**config.mk**
```make
export PLATFORM = sky130hd
export DESIGN_NAME = apd_hv_dac_spi
export DESIGN_NICKNAME = d
export VERILOG_FILES = /design/src/rtl/apd_hv_dac_spi.sv
export SDC_FILE = /design/constraint.sdc
export NUM_CORES = 1
export LEC_CHECK = 0
export BUFFER_PORTS_ARGS = -buffer_cell sky130_fd_sc_hd__buf_2
export CELL_PAD_IN_SITES_DETAIL_PLACEMENT = 0
export CELL_PAD_IN_SITES_GLOBAL_PLACEMENT = 1
export CORE_ASPECT_RATIO = 1.25
export CORE_MARGIN = 2
export CORE_UTILIZATION = 38
export CTS_BUF_LIST = sky130_fd_sc_hd__clkbuf_8
export CTS_CLUSTER_SIZE = 25
export DETAILED_ROUTE_END_ITERATION = 8
export GPL_TIMING_DRIVEN = 1
export MAX_ROUTING_LAYER = met4
export PLACE_DENSITY_LB_ADDON = 0.1
export SLEW_MARGIN = 20
export SYNTH_ARGS = -nofsm -noshare
export SYNTH_HDL_FRONTEND = slang
export SYNTH_SLANG_ARGS = --single-unit
```
**constraint.sdc**
```tcl
create_clock -name clk -period 2.34 [get_ports clk]
set_input_delay 0.468 -clock clk [delete_from_list [all_inputs] [get_ports clk]]
set_output_delay 0.468 -clock clk [all_outputs]
set_load 0.005 [all_outputs]
```
**src/rtl/apd_hv_dac_spi.sv**
```systemverilog
// Serial write engine for the APD high-voltage DAC.
// A word is shifted MSB-first over a 3-wire SPI link (cs_n, sclk, din).
// Requests that arrive while a frame is in flight go into a one-deep
// "latest wins" pending slot, which is sent once the link is free.
module apd_hv_dac_spi #(
    parameter int unsigned SCLK_HALF = 10,
    parameter int unsigned CS_SETUP  = 4,
    parameter int unsigned CS_HOLD   = 4,
    parameter int unsigned CS_GAP    = 8
) (
    input  logic        clk,
    input  logic        rst_n,
    input  logic        set_en,
    input  logic [15:0] da_count,
    output logic        busy,
    output logic        done,
    output logic [15:0] last_word,
    output logic [7:0]  frame_cnt,
    output logic [7:0]  ovr_cnt,
    output logic        dac_cs_n,
    output logic        dac_sclk,
    output logic        dac_din
);

    localparam int unsigned TW = 16;

    typedef enum logic [2:0] {
        IDLE,
        SETUP,
        SHIFT,
        HOLD,
        GAP
    } state_t;

    state_t      state;
    logic [TW-1:0] tmr;
    logic [15:0] shreg;
    logic [3:0]  bitcnt;
    logic        pend_valid;
    logic [15:0] pend_word;

    logic        gap_last;
    logic        start;
    logic [15:0] start_word;

    // Frame-start decision: a new request in IDLE, or the final GAP cycle
    // with either a fresh request (which beats the pending slot) or a pending word.
    always_comb begin
        gap_last   = (state == GAP) && (tmr == '0);
        start      = ((state == IDLE) && set_en) ||
                     (gap_last && (set_en || pend_valid));
        start_word = set_en ? da_count : pend_word;
    end

    // Frame sequencer, pending slot and status counters.
    always_ff @(posedge clk or negedge rst_n) begin
        if (!rst_n) begin
            state      <= IDLE;
            tmr        <= '0;
            shreg      <= '0;
            bitcnt     <= '0;
            pend_valid <= 1'b0;
            pend_word  <= '0;
            busy       <= 1'b0;
            done       <= 1'b0;
            last_word  <= '0;
            frame_cnt  <= '0;
            ovr_cnt    <= '0;
            dac_cs_n   <= 1'b1;
            dac_sclk   <= 1'b1;
            dac_din    <= 1'b0;
        end else begin
            done <= 1'b0;
            if (start) begin
                shreg      <= start_word;
                dac_cs_n   <= 1'b0;
                dac_din    <= start_word[15];
                busy       <= 1'b1;
                bitcnt     <= 4'd15;
                tmr        <= TW'(CS_SETUP - 1);
                state      <= SETUP;
                pend_valid <= 1'b0;
            end else begin
                // Outside IDLE and the final GAP cycle a request only lands
                // in the pending slot; the shift register is left alone.
                if (set_en && (state != IDLE)) begin
                    pend_word  <= da_count;
                    pend_valid <= 1'b1;
                    if (pend_valid && (ovr_cnt != 8'hFF)) begin
                        ovr_cnt <= ovr_cnt + 8'd1;
                    end
                end
                case (state)
                    IDLE: begin
                        tmr <= '0;
                    end
                    SETUP: begin
                        if (tmr == '0) begin
                            dac_sclk <= 1'b0;
                            tmr      <= TW'(SCLK_HALF - 1);
                            state    <= SHIFT;
                        end else begin
                            tmr <= tmr - 1'b1;
                        end
                    end
                    SHIFT: begin
                        if (tmr != '0) begin
                            tmr <= tmr - 1'b1;
                        end else if (!dac_sclk) begin
                            dac_sclk <= 1'b1;
                            tmr      <= TW'(SCLK_HALF - 1);
                        end else if (bitcnt != 4'd0) begin
                            // din moves together with the falling edge, so
                            // it only ever changes while sclk is still high.
                            dac_din  <= shreg[bitcnt - 4'd1];
                            bitcnt   <= bitcnt - 4'd1;
                            dac_sclk <= 1'b0;
                            tmr      <= TW'(SCLK_HALF - 1);
                        end else begin
                            tmr   <= TW'(CS_HOLD - 1);
                            state <= HOLD;
                        end
                    end
                    HOLD: begin
                        if (tmr == '0) begin
                            dac_cs_n  <= 1'b1;
                            done      <= 1'b1;
                            last_word <= shreg;
                            frame_cnt <= frame_cnt + 8'd1;
                            tmr       <= TW'(CS_GAP - 1);
                            state     <= GAP;
                        end else begin
                            tmr <= tmr - 1'b1;
                        end
                    end
                    GAP: begin
                        if (tmr == '0) begin
                            busy  <= 1'b0;
                            state <= IDLE;
                        end else begin
                            tmr <= tmr - 1'b1;
                        end
                    end
                    default: begin
                        state <= IDLE;
                    end
                endcase
            end
        end
    end

endmodule

```
==> flow_summary.toml, run 1 <==
[global_route]
gr-usage-met3_pct = 1.87
overflow = 0
first_global_vias = 3518
antenna_found_initial = 0
use_met1_pct = 21.5
grt_usage_pct = 17.8
grt_max_degree = 42
grt_pass1_wl_um = 18100
top_usage_layer = "met2"
use_met2_pct = 30.1

[min_path]
min_path_type = "in -> async"

[sta]
relSlewSlack_pct = 62.6
slew_violations = 0
fin_crit_sh_pct = 94.4
hold_violations = 0
tightest_slew_ns = 0.561
fin_crit_ns = 2.21
rsz0062_at_grt = "false"
fin_tns_setup_ns = 0
fmax_mhz = 453
finClkSkew_ns = 0.0108
timing.final.ws_setup_ns = 0.132
setup_viol = 0

[drt]
first_iter_violations = 177
post-route-drc-count = 0
firstDrtPassIters = 4
wl_per_cell_um = 16.2
antenna_left = 0
via_per_inst = 5.26
dr_total_vias = 3459
drt_wl_total_um = 10700

[yosys]
syn_avg_cell_area_um2 = 11.4
netlist_instances = 414
synthFlopType = "dfrtp_1"
synth_cell_types = 61
synth_area_leaders = "dfrtp_1, mux2_2, mux2i_1, xnor2_1, nor2_1"
ys_warn_count = 0
synth.most_common_cell = "dfrtp_1"
yosysTopAreaCell = "dfrtp_1"
synth_seq_cells = 93
ys_seq_area_share_pct = 49.5
synthTopCellsByCount = "dfrtp_1, nor2_1, mux2_2"
synth_edf_count = 0
syn-cell-area_mm2 = 0.00471
syn_nets = 438
synth_top_area_share_pct = 48.4
async_flop_share_pct = 100

[power]
combPwrFrac_pct = 8.6
seqPwrFrac_pct = 53.4
p_int_mw = 2.46
p_sw_share_pct = 25.9
ir_worst_vdd_mv = 0.336
total_power_mw = 3.31
power_density_mw_per_mm2 = 598
p_clk_share_pct = 38.0
leakage_nw = 2.56
power.switching_uw = 857

[cts]
clk_latency_ns = 0.37
path_clk_slew_ns = 0.10
clock_path_buffers = 2
root_buffer = "clkbuf_8"
cts.sinks = 93
numCtsBuffers = 9
hold_buffers = 0
htree_num_levels = 3
cts_tree = "yes"

[floorplanning]
num_rows = 45
die_h_um = 128
dieArea_mm2 = 0.0133
start_util_pct = 38.9
die_w_um = 104
coreArea_mm2 = 0.0121
ios = 56

[critical_path]
crit_fanout = 8
arrival_ns = 2.50
r2r_slack_ns = 0.13
critPathBufInv = 2
crit_family = "compound AO/OA/AOI/OAI gates"
crit_chain = "inv_1, ha_1, nor3b_2, and4_1, buf_4, a21oi_1, o21ai_0, a31oi_1"
critPathLaunchType = "flip-flop"
end_kind = "flip-flop"
r2r_cells = 8
cp.required_ns = 2.63
r2r-end = "tmr[12]"
worstSetupPathType = "reg -> reg"
slowest_delay_ns = 0.46
timing.rr.start = "tmr[0]"
cp_slowest_cell = "a21oi_1"

[run]
maxCapViolations = 0

[placed_design]
dp_cells = 641
place_congestion = 0.898
place_hpwl_um = 7540
port_buffers = 55
post-place-ws_ns = 0.107

[finish]
postLayoutCoreUtil_pct = 45.8
finalNetCount = 512
area_growth_pct = 17.7
antenna_cells = 0
drive_gt1_share_pct = 33.9
finalNonFillerCells = 657

[run_status]
status = "completed"
-- power groups by stage --
stage / combinational [mW] / sequential, mW / clock (mW)
final: 0.285 / 1.77 / 1.26
after global routing: 0.330 / 1.79 / 1.37
after CTS: 0.295 / 1.77 / 1.31
after detailed placement: 0.294 / 1.80 / 0
after global placement: 0.290 / 1.80 / 0
after floorplan: 0.154 / 1.79 / 0
-- worst max-delay path by stage --
stage	endpoint	slack [ns]	cells past startpoint	from
2_1_floorplan	bitcnt[2]	0.21	8	bitcnt[0]
3_3_place_gp	tmr[10]	0.20	8	tmr[0]
3_5_place_dp	tmr[12]	0.11	8	tmr[0]
4_1_cts	tmr[12]	0.08	8	tmr[1]
5_1_grt	tmr[12]	0.01	8	tmr[0]
6_report	tmr[12]	0.13	8	tmr[0]
-- kinds of logic (layout without fill, tap and decap cells) --
group                      after synthesis  after routing  synth area share [%]
and+or+nand+nor                        124            124                  14.4
DFF                                     93             93                  49.5
AOI/OAI and AO/OA                       83             83                  12.4
muxes                                   59             59                  14.5
buffers and inverters                   30            109                  4.15
xor gates and xnor gates                20             20                  3.72
adders and majority gates                5              5                  1.33
-- cell type report --
| cell class | count | area [µm²] |
|---|---|---|
| Multi-Input combinational cell | 291 | 2190 |
| Inverter | 8 | 30.0 |
| Timing Repair Buffer | 85 | 553 |
| Fill cell | 1193 | 6570 |
| Clock buffer | 9 | 124 |
| Sequential cell | 93 | 2330 |
| Tap cell | 164 | 205 |
| Clock inverter | 7 | 106 |
-- routing by layer --
metal	share of wire [%]	wire length [µm]
met1	44	4730
met5	0	0
met4	2.5	262
met3	2.0	215
met2	51	5460
-- cells in the final DEF, fill, tap and decap left out, drive strengths merged, types with 4 or more instances in the layout --
cell type	count
inv	11
o21ai	9
nor4	6
nor3b	5
and3	4
buf	85
a21oi	31
a31oi	11
xor2	5
mux2	33
dfrtp	91
nand2	25
or3	5
clkbuf	9
nand4	10
nand3	7
mux2i	22
xnor2	15
nor2	35
or2	4
mux4	4
nor3	13
ha	5
-- through the flow --
step / instance area [µm²] / hold WS (ns)
after floorplan: 4710 / 0.172
after global placement: 5300 / 0.433
after detailed placement: 5300 / 0.435
after CTS: 5530 / 0.0140
after global routing: 5540 / 0.0318
final: 5540 / 0.0104
-- flip-flops by register name, indices dropped and copies added, names as in the netlist, 3 cells and up --
register,flops
pend_word,16
last_word,16
bitcnt,4
tmr,16
frame_cnt,8
ovr_cnt,8
shreg,16
state,3
-- what timing repair did --
item / in CTS / in global routing
setup endpoints to repair: 0 / 12
buffers inserted: 0 / 0
gates resized for setup: 0 / 3
No activity file was read; power rests on OpenSTA's default activity.
==> run 2, diff against run 1 <==
- ABC_AREA: unset -> 1
==> run 2 against run 1 <==
Compared with the run above:
- register-to-register slack better by 0.15 ns
- synthesized cell count increased by 52%
- setup slack improved by 0.15 ns
- total power grew 120%
- maximum frequency is 7.3% higher
- clock skew decreased by 0.0011 ns
- routed wire length grew 6.7%
- sequential power up 47%
- cell count increased by 31%
- worst hold slack improved by 0.083 ns
- non-clock buffer count fell by 19
- clock-buffer cell count did not move
==> flow_summary.toml, run 2 <==
[yosys]
synth_edf_count = 0
synthFlopType = "dfrtp_1"
synth_cell_types = 33
yosysTopAreaCell = "dfrtp_1"
netlist_instances = 629
synth_area_leaders = "dfrtp_1, nand2_1, inv_1, nand3_1, o21ai_0"
synth_top_area_share_pct = 46.3
ys_seq_area_share_pct = 47.3
synth.most_common_cell = "nand2_1"
async_flop_share_pct = 100
synth_seq_cells = 93
syn_nets = 653
synthTopCellsByCount = "nand2_1, dfrtp_1, inv_1"
syn_avg_cell_area_um2 = 7.82
syn-cell-area_mm2 = 0.00492
ys_warn_count = 0

[drt]
drt_wl_total_um = 11400
first_iter_violations = 178
wl_per_cell_um = 13.2
dr_total_vias = 4047
post-route-drc-count = 0
antenna_left = 0
via_per_inst = 4.71
firstDrtPassIters = 4

[global_route]
grt_pass1_wl_um = 19900
first_global_vias = 4135
grt_usage_pct = 18.2
antenna_found_initial = 0
overflow = 0
grt_max_degree = 47

[cts]
hold_buffers = 0
cts.sinks = 93
path_clk_slew_ns = 0.10
htree_num_levels = 3
clock_path_buffers = 2
numCtsBuffers = 9
cts_resized = 0
clk_latency_ns = 0.38
cts_setup_buffers = 0
root_buffer = "clkbuf_8"
cts_tree = "yes"

[critical_path]
end_kind = "flip-flop"
r2r_cells = 11
cp.required_ns = 2.62
r2r-end = "tmr[8]"
cp-endpoint = "tmr[8]"
timing.rr.start = "tmr[0]"
crit_fanout = 24
critPathLaunchType = "flip-flop"
arrival_ns = 2.34
r2r_slack_ns = 0.28
crit_start = "tmr[0]"
worstSetupPathType = "reg -> reg"

[sta]
slew_violations = 0
rsz0062_at_grt = "false"
fin_tns_setup_ns = 0
tightest_slew_ns = 0.591
relSlewSlack_pct = 60.6
fin_crit_sh_pct = 88.0
finClkSkew_ns = 0.00979
hold_violations = 0
setup_viol = 0
fin_crit_ns = 2.06
fmax_mhz = 486
whs_ns = 0.0934

[placed_design]
place_hpwl_um = 8270
port_buffers = 55
placed_area_mm2 = 0.00539
place_congestion = 0.827

[finish]
drive_gt1_share_pct = 16.6
area_growth_pct = 14.6
antenna_cells = 0
nFillCells = 1285
finalNetCount = 710
final_common_cell = "nand2_1"
postLayoutCoreUtil_pct = 44.5
seq_area_mm2 = 0.00233
fin_area_mm2 = 0.00564
multi_input_area_mm2 = 0.00212
most-common-layout-cells = "nand2_1, dfrtp_1, inv_1"

[power]
total_power_mw = 7.28
ir_worst_vdd_mv = 0.486
power_density_mw_per_mm2 = 1290
leakage_nw = 3.04

[floorplanning]
coreArea_mm2 = 0.0127
num_rows = 46
die_h_um = 131
ios = 56
die_w_um = 106
start_util_pct = 38.9
dieArea_mm2 = 0.0139

[run_status]
status = "completed"

[min_path]
min_path_type = "in -> async"

[run]
maxCapViolations = 0
run 2: cell types whose count changed after synthesis, moves of 10 or more:
cell | before | now
a21oi_1 | 18 | 8
mux2_2 | 33 | 0
inv_1 | 8 | 87
nand3_1 | 6 | 50
o21ai_0 | 8 | 45
nand2_1 | 24 | 184
o21ai_1 | 1 | 21
mux2i_1 | 22 | 0
a31oi_1 | 11 | 0
a21oi_2 | 13 | 0
nor3_1 | 13 | 1
o211ai_1 | 3 | 19
run 2: per-layer routing:
metal / routed length (µm) / up-vias / GRT usage, %
met4: 174 / 0 / 6.51
li1: - / 2098 / -
met2: 5790 / 66 / 31.3
met1: 5120 / 1870 / 22.0
met5: 0 / - / -
met3: 292 / 13 / 1.93
run 2: cell type report:
class	count	share of cell area, %
Clock buffer	9	2.20
Clock inverter	7	2.31
Inverter	95	6.32
Multi-Input combinational cell	421	37.5
Sequential cell	93	41.3
Tap cell	168	3.73
Timing Repair Buffer	66	6.61
run 2: cell families (layout without fill, tap and decap cells):
family | count (synthesis) | after routing | synth area share [%]
AND/OR/NAND/NOR | 299 | 299 | 26.8
buffers and inverters | 115 | 177 | 9.66
AO/OA/AOI/OAI | 97 | 97 | 11.3
flip-flops | 93 | 93 | 47.3
XOR/XNOR | 20 | 20 | 3.56
adder cells (fa/ha/maj) | 5 | 5 | 1.27
run 2: critical path, stage by stage (launching register included):
cell and delay [ns]:
dfrtp_1 0.39, inv_1 0.15, ha_1 0.21, nand2_1 0.12, nor2_4 0.18, nand3_4 0.11
nand2_1 0.11, nand2_2 0.32, nand3_1 0.17, nand2_1 0.07, nand2_1 0.08, inv_1 0.04
run 2: power by group:
group | internal, mW | switching (mW)
sequential | 2.20 | 0.409
clock | 0.731 | 0.641
combinational | 1.20 | 2.11
total | 4.13 | 3.16
run 2: worst min path at each step:
stage | start | endpoint | slack, ns | depth (start not counted)
floorplan | rst_n | bitcnt[0] | 0.17 | 0
global placement | frame_cnt[7] | frame_cnt[7] | 0.46 | 1
detailed placement | frame_cnt[7] | frame_cnt[7] | 0.46 | 1
CTS | rst_n | shreg[14] | 0.11 | 1
global route | rst_n | last_word[13] | 0.13 | 1
finish | rst_n | last_word[13] | 0.09 | 1
run 2: stage by stage:
stage          worst slack, ns  cells
6_report                 0.282    859
3_5_place_dp             0.284    843
5_1_grt                 0.0941    859
3_3_place_gp             0.334    843
2_1_floorplan            0.679    629
4_1_cts                  0.268    859
